--- config.mk ---
export PLATFORM = sky130hd
export DESIGN_NAME = stream_drr_scheduler
export DESIGN_NICKNAME = d
export VERILOG_FILES = /design/src/rtl/stream_drr_scheduler.sv
export SDC_FILE = /design/constraint.sdc
export NUM_CORES = 1
export LEC_CHECK = 0
export CORE_MARGIN = 4
export CORE_UTILIZATION = 53
export CTS_CLUSTER_SIZE = 14
export DETAILED_ROUTE_END_ITERATION = 6
export HOLD_SLACK_MARGIN = 0.05
export PLACE_DENSITY = 0.93
export SYNTH_ARGS = -nofsm -noshare
export SYNTH_HDL_FRONTEND = slang
export SYNTH_SLANG_ARGS = --single-unit
export TNS_END_PERCENT = 20
--- constraint.sdc ---
create_clock -name clk -period 2.9 [get_ports clk]
set_input_delay 0.87 -clock clk [delete_from_list [all_inputs] [get_ports clk]]
set_output_delay 0.87 -clock clk [all_outputs]
set_load 0.01 [all_outputs]
--- src/rtl/stream_drr_scheduler.sv ---
// Deficit-round-robin packet scheduler: merges STREAM_COUNT ready/valid input
// streams onto one output, never splitting a packet, weighting streams by quantum.
module stream_drr_scheduler #(
  parameter int unsigned T_DATA_WIDTH  = 8,
  parameter int unsigned STREAM_COUNT  = 4,
  parameter int unsigned T_ID_WIDTH    = $clog2(STREAM_COUNT),
  parameter int unsigned WEIGHT_WIDTH  = 4,
  parameter int unsigned DEFICIT_WIDTH = 8
) (
  input  logic                                        clk,
  input  logic                                        rst_n,
  input  logic [STREAM_COUNT-1:0][T_DATA_WIDTH-1:0]   s_data_in,
  input  logic [STREAM_COUNT-1:0]                     s_last_in,
  input  logic [STREAM_COUNT-1:0]                     s_valid_in,
  output logic [STREAM_COUNT-1:0]                     s_ready_out,
  input  logic [STREAM_COUNT-1:0][WEIGHT_WIDTH-1:0]   s_weight_in,
  output logic [T_DATA_WIDTH-1:0]                     m_data_out,
  output logic [T_ID_WIDTH-1:0]                       m_id_out,
  output logic                                        m_last_out,
  output logic                                        m_valid_out,
  input  logic                                        m_ready_in
);

  localparam int unsigned SUM_WIDTH =
    ((DEFICIT_WIDTH > WEIGHT_WIDTH) ? DEFICIT_WIDTH : WEIGHT_WIDTH) + 1;
  localparam logic [SUM_WIDTH-1:0] D_MAX = SUM_WIDTH'({DEFICIT_WIDTH{1'b1}});

  typedef enum logic [1:0] {IDLE, REFILL, ACTIVE} state_e;

  state_e                   state_q, state_d;
  logic [T_ID_WIDTH-1:0]    sel_q, sel_d;
  logic [T_ID_WIDTH-1:0]    rr_ptr_q, rr_ptr_d;
  logic [DEFICIT_WIDTH-1:0] deficit_q [STREAM_COUNT];
  logic [DEFICIT_WIDTH-1:0] deficit_d [STREAM_COUNT];

  logic [SUM_WIDTH-1:0]     refill_sum [STREAM_COUNT];
  logic [DEFICIT_WIDTH-1:0] refill_val [STREAM_COUNT];
  logic                     cand_found;
  logic [T_ID_WIDTH-1:0]    cand_idx;
  logic [T_ID_WIDTH-1:0]    scan_idx;
  logic [DEFICIT_WIDTH-1:0] dec_val;
  logic [T_ID_WIDTH-1:0]    next_sel;

  // Refill value per stream: a zero weight still grants one beat; saturate at max.
  always_comb begin
    for (int i = 0; i < int'(STREAM_COUNT); i++) begin
      refill_sum[i] = SUM_WIDTH'(deficit_q[i]) +
                      ((s_weight_in[i] == '0) ? SUM_WIDTH'(1) : SUM_WIDTH'(s_weight_in[i]));
      if (!s_valid_in[i])
        refill_val[i] = '0;
      else if (refill_sum[i] > D_MAX)
        refill_val[i] = DEFICIT_WIDTH'(D_MAX);
      else
        refill_val[i] = DEFICIT_WIDTH'(refill_sum[i]);
    end
  end

  // First valid stream with credit, scanning from rr_ptr.
  always_comb begin
    cand_found = 1'b0;
    cand_idx   = '0;
    scan_idx   = '0;
    for (int k = 0; k < int'(STREAM_COUNT); k++) begin
      scan_idx = T_ID_WIDTH'((32'(rr_ptr_q) + 32'(k)) % STREAM_COUNT);
      if (!cand_found && s_valid_in[scan_idx] && (deficit_q[scan_idx] != '0)) begin
        cand_found = 1'b1;
        cand_idx   = scan_idx;
      end
    end
  end

  always_comb begin
    state_d     = state_q;
    sel_d       = sel_q;
    rr_ptr_d    = rr_ptr_q;
    deficit_d   = deficit_q;
    m_valid_out = 1'b0;
    m_data_out  = '0;
    m_last_out  = 1'b0;
    m_id_out    = '0;
    s_ready_out = '0;
    dec_val     = (deficit_q[sel_q] == '0) ? '0 : deficit_q[sel_q] - DEFICIT_WIDTH'(1);
    next_sel    = (sel_q == T_ID_WIDTH'(STREAM_COUNT - 1)) ? '0 : sel_q + T_ID_WIDTH'(1);
    case (state_q)
      IDLE: begin
        if (cand_found) begin
          sel_d   = cand_idx;
          state_d = ACTIVE;
        end else if (|s_valid_in) begin
          state_d = REFILL;
        end
      end
      REFILL: begin
        deficit_d = refill_val;
        state_d   = IDLE;
      end
      ACTIVE: begin
        m_valid_out        = s_valid_in[sel_q];
        m_data_out         = s_data_in[sel_q];
        m_last_out         = s_last_in[sel_q];
        m_id_out           = sel_q;
        s_ready_out[sel_q] = m_ready_in;
        if (s_valid_in[sel_q] && m_ready_in) begin
          deficit_d[sel_q] = dec_val;
          // Packet end: stay on this stream while it still has credit.
          if (s_last_in[sel_q]) begin
            state_d  = IDLE;
            rr_ptr_d = (dec_val != '0) ? sel_q : next_sel;
          end
        end
      end
      default: state_d = IDLE;
    endcase
  end

  always_ff @(posedge clk or negedge rst_n) begin
    if (!rst_n) begin
      state_q  <= IDLE;
      sel_q    <= '0;
      rr_ptr_q <= '0;
      for (int i = 0; i < int'(STREAM_COUNT); i++) deficit_q[i] <= '0;
    end else begin
      state_q  <= state_d;
      sel_q    <= sel_d;
      rr_ptr_q <= rr_ptr_d;
      for (int i = 0; i < int'(STREAM_COUNT); i++) deficit_q[i] <= deficit_d[i];
    end
  end

endmodule
==> impl_metrics.json <==
{
  "status": "complete, but fails checks",
  "violations": "design-rule violations",
  "crit_chain": "clkdlybuf4s50_1, mux4_2, and2_4, buf_6",
  "cp_max_fo": 1,
  "worst-slew-pin-transition_ps": 886.3,
  "clock_sinks": 38,
  "nFillCells": 419,
  "ir_drop_v": 0.0005099,
  "grt_pass1_vias": 4151,
  "cts_hold_buffers": 0,
  "postRouteAntennaNets": 0,
  "clockBufferDepth": 2,
  "power.leakage_nw": 2.526,
  "netlist_area_um2": 3710,
  "slew_violations": 0,
  "drt_iter0_markers": 604,
  "setup_violations": 0,
  "die_h_um": 91.67,
  "multiInputGateArea_um2": 2758,
  "fin_cells": 642,
  "viasPerCell": 6.706,
  "final_cell_mix": "57 x buf_4, 45 x nor2_1, 45 x nand2_1",
  "relSlewSlack_pct": 40.91,
  "ys_dominant_reg_cell": "dfrtp_1",
  "grt-ovfl-total": 0,
  "antenna_cells": 0,
  "cts_tree": "done",
  "initial_core_util_pct": 54.60,
  "core_area_um2": 6794,
  "critPathMaxStageDelay_ps": 480,
  "clk_pin_slew_ps": 80,
  "grt_max_degree": 39,
  "routabilityCongestion": 0.9253,
  "port_buffers": 74,
  "layout-drive-gt1-share_pct": 24.54,
  "clock_skew_ps": 12.46,
  "slowest_stage": "mux4_2",
  "min_period_ps": 2895,
  "antenna_found_initial": 0,
  "die_x_um": 91.67,
  "synth_edf_count": 0,
  "synthArstFlopShare_pct": 100.0,
  "hpwl_mm": 9.554,
  "reg2reg_depth": 8,
  "dieArea_um2": 8402,
  "syn_inst": 425,
  "seq_area_um2": 950.9,
  "grt_pass1_wl_mm": 20.69,
  "synth_cell_type_count": 53,
  "period_share_pct": 99.82,
  "std_cell_rows": 30,
  "min_delay_path_depth": 2,
  "worstHoldPathType": "reg2reg",
  "wirelength_mm": 13.54,
  "yosys_warnings": 0,
  "worst_skew_pair.late_latency_ps": 310,
  "required_ps": 2030,
  "final_util_pct": 76.69,
  "start_kind": "input pin",
  "clock-root-buffer": "clkbuf_8",
  "synthesis.nets": 510,
  "dp_cells": 628,
  "clock.fmax_ghz": 0.3454,
  "wl_per_cell_um": 21.08,
  "final_common_cell": "buf_4",
  "cts_made_buffers": 5,
  "h-tree-depth": 2,
  "criticalPathCategory": "in2out",
  "syn_area_per_cell_um2": 8.729,
  "drv_cap": 0,
  "rsz0062_at_grt": "yes",
  "gr-usage-all-layers_pct": 30.69,
  "ios": 75,
  "finalHoldViolations": 0,
  "ys_seq_elements": 38,
  "arrival_ps": 2020,
  "synthToLayoutAreaGrowth_pct": 40.44,
  "drc_errors": 6,
  "dr.pass1.iters": 7,
  "ys_seq_area_share_pct": 25.63,
  "powerDensity_nw_per_um2": 1081,
  "end_kind": "primary output",
  "nNetsFinal": 630,
  "via_count": 4305,
  "p_total_mw": 5.631
}
## layer usage
| metal | share of wire (%) | track usage (%) |
|---|---|---|
| met5 | 0 | 0 |
| met1 | 35 | 38.15 |
| met3 | 9.6 | 5.168 |
| met4 | 5.5 | 14.07 |
| met2 | 49 | 51.98 |
## synth_stat cells (all sizes together), types with 2 or more instances
| master | count | area, um^2 |
|---|---|---|
| nand2 | 45 | 168.9 |
| nor2 | 45 | 168.9 |
| dfrtp | 38 | 950.9 |
| o21ai | 35 | 175.2 |
| a21oi | 22 | 110.1 |
| ha | 22 | 275.3 |
| a21o | 18 | 135.1 |
| a31oi | 18 | 112.6 |
| mux4 | 18 | 435.4 |
| and2 | 17 | 106.4 |
| clkbuf | 16 | 60.06 |
| inv | 11 | 41.29 |
| and3 | 9 | 56.30 |
| a211oi | 8 | 60.06 |
| nor3 | 8 | 45.04 |
| o22ai | 8 | 50.05 |
| mux2 | 7 | 82.57 |
| a21boi | 6 | 45.04 |
| mux2i | 6 | 60.06 |
| o21a | 6 | 45.04 |
| nand3 | 5 | 25.02 |
| nor4 | 5 | 31.28 |
| or2 | 5 | 31.28 |
| or4 | 5 | 41.29 |
| a41oi | 4 | 35.03 |
| fa | 4 | 80.08 |
| nor2b | 4 | 27.53 |
| xor2 | 4 | 35.03 |
| a22oi | 3 | 22.52 |
| buf | 3 | 30.02 |
| o221ai | 3 | 26.28 |
| xnor2 | 3 | 26.28 |
| nand2b | 2 | 12.51 |
| o2bb2ai | 2 | 17.52 |
## metrics by stage
stage	hold WS, ps	TNS [ps]	worst slack, ps	instance area [um^2]
detailed placement	509.5	-15960	-693.2	4882
CTS	527.5	-392.3	-84.15	5011
floorplan	449.8	-3.693	-3.693	3714
finish	538.8	0	5.131	5210
global route	532.4	-61.99	-23.85	5210
global placement	466.3	-13440	-565.3	4882
## power breakdown
part | leakage [nW] | internal, mW | switching, mW
clock | 0.0472 | 0.191 | 0.212
combinational | 2.01 | 1.84 | 2.23
sequential | 0.472 | 0.759 | 0.396
## worst paths after layout
check | start | end | slack (ps)
max in group asynchronous | rst_n | deficit_q[14] | 1660
hold / removal | rr_ptr_q[0] | rr_ptr_q[0] | 540
setup reg to reg | sel_q[0] | deficit_q[7] | 90
min in group asynchronous | rst_n | deficit_q[18] | 680
setup / recovery | s_data_in[20] | m_data_out[4] | 5
hold reg to reg | rr_ptr_q[0] | rr_ptr_q[0] | 540
## worst max-delay path: cells and delay by family
family / cells / cell delay, ps
and+or+nand+nor: 1 / 160
muxes: 1 / 480
buffers and inverters: 2 / 510
## layout make-up
type                    count  share of cell area (%)
multi-input cells         357                   52.93
clock buffers               6                   1.585
clock inverters             2                  0.2402
inverters                  11                  0.7925
repair buffers            132                   23.90
well taps                  96                   2.305
flip-flops and latches     38                   18.25
## flip-flops by register name, indices dropped and copies added, names as in the netlist
register and cells:
state_q 2, sel_q 2, rr_ptr_q 2, deficit_q 32
## what timing repair did
item                                    4_1_cts  5_1_grt
endpoints found under the setup margin       41       34
hold endpoints to repair                      0        0
resized for setup                            82       53
pin swaps                                    13       25
setup buffers                                 1        5
## cell families after synthesis
kind of cell	count (synthesis)	synth area share, %
simple gates	154	20.03
compound gates	139	23.98
fa+ha+maj	26	9.578
mux	31	15.58
xor+xnor	7	1.653
flops	38	25.63
buf+inv	30	3.541
Power figures use the tool's default switching activity.
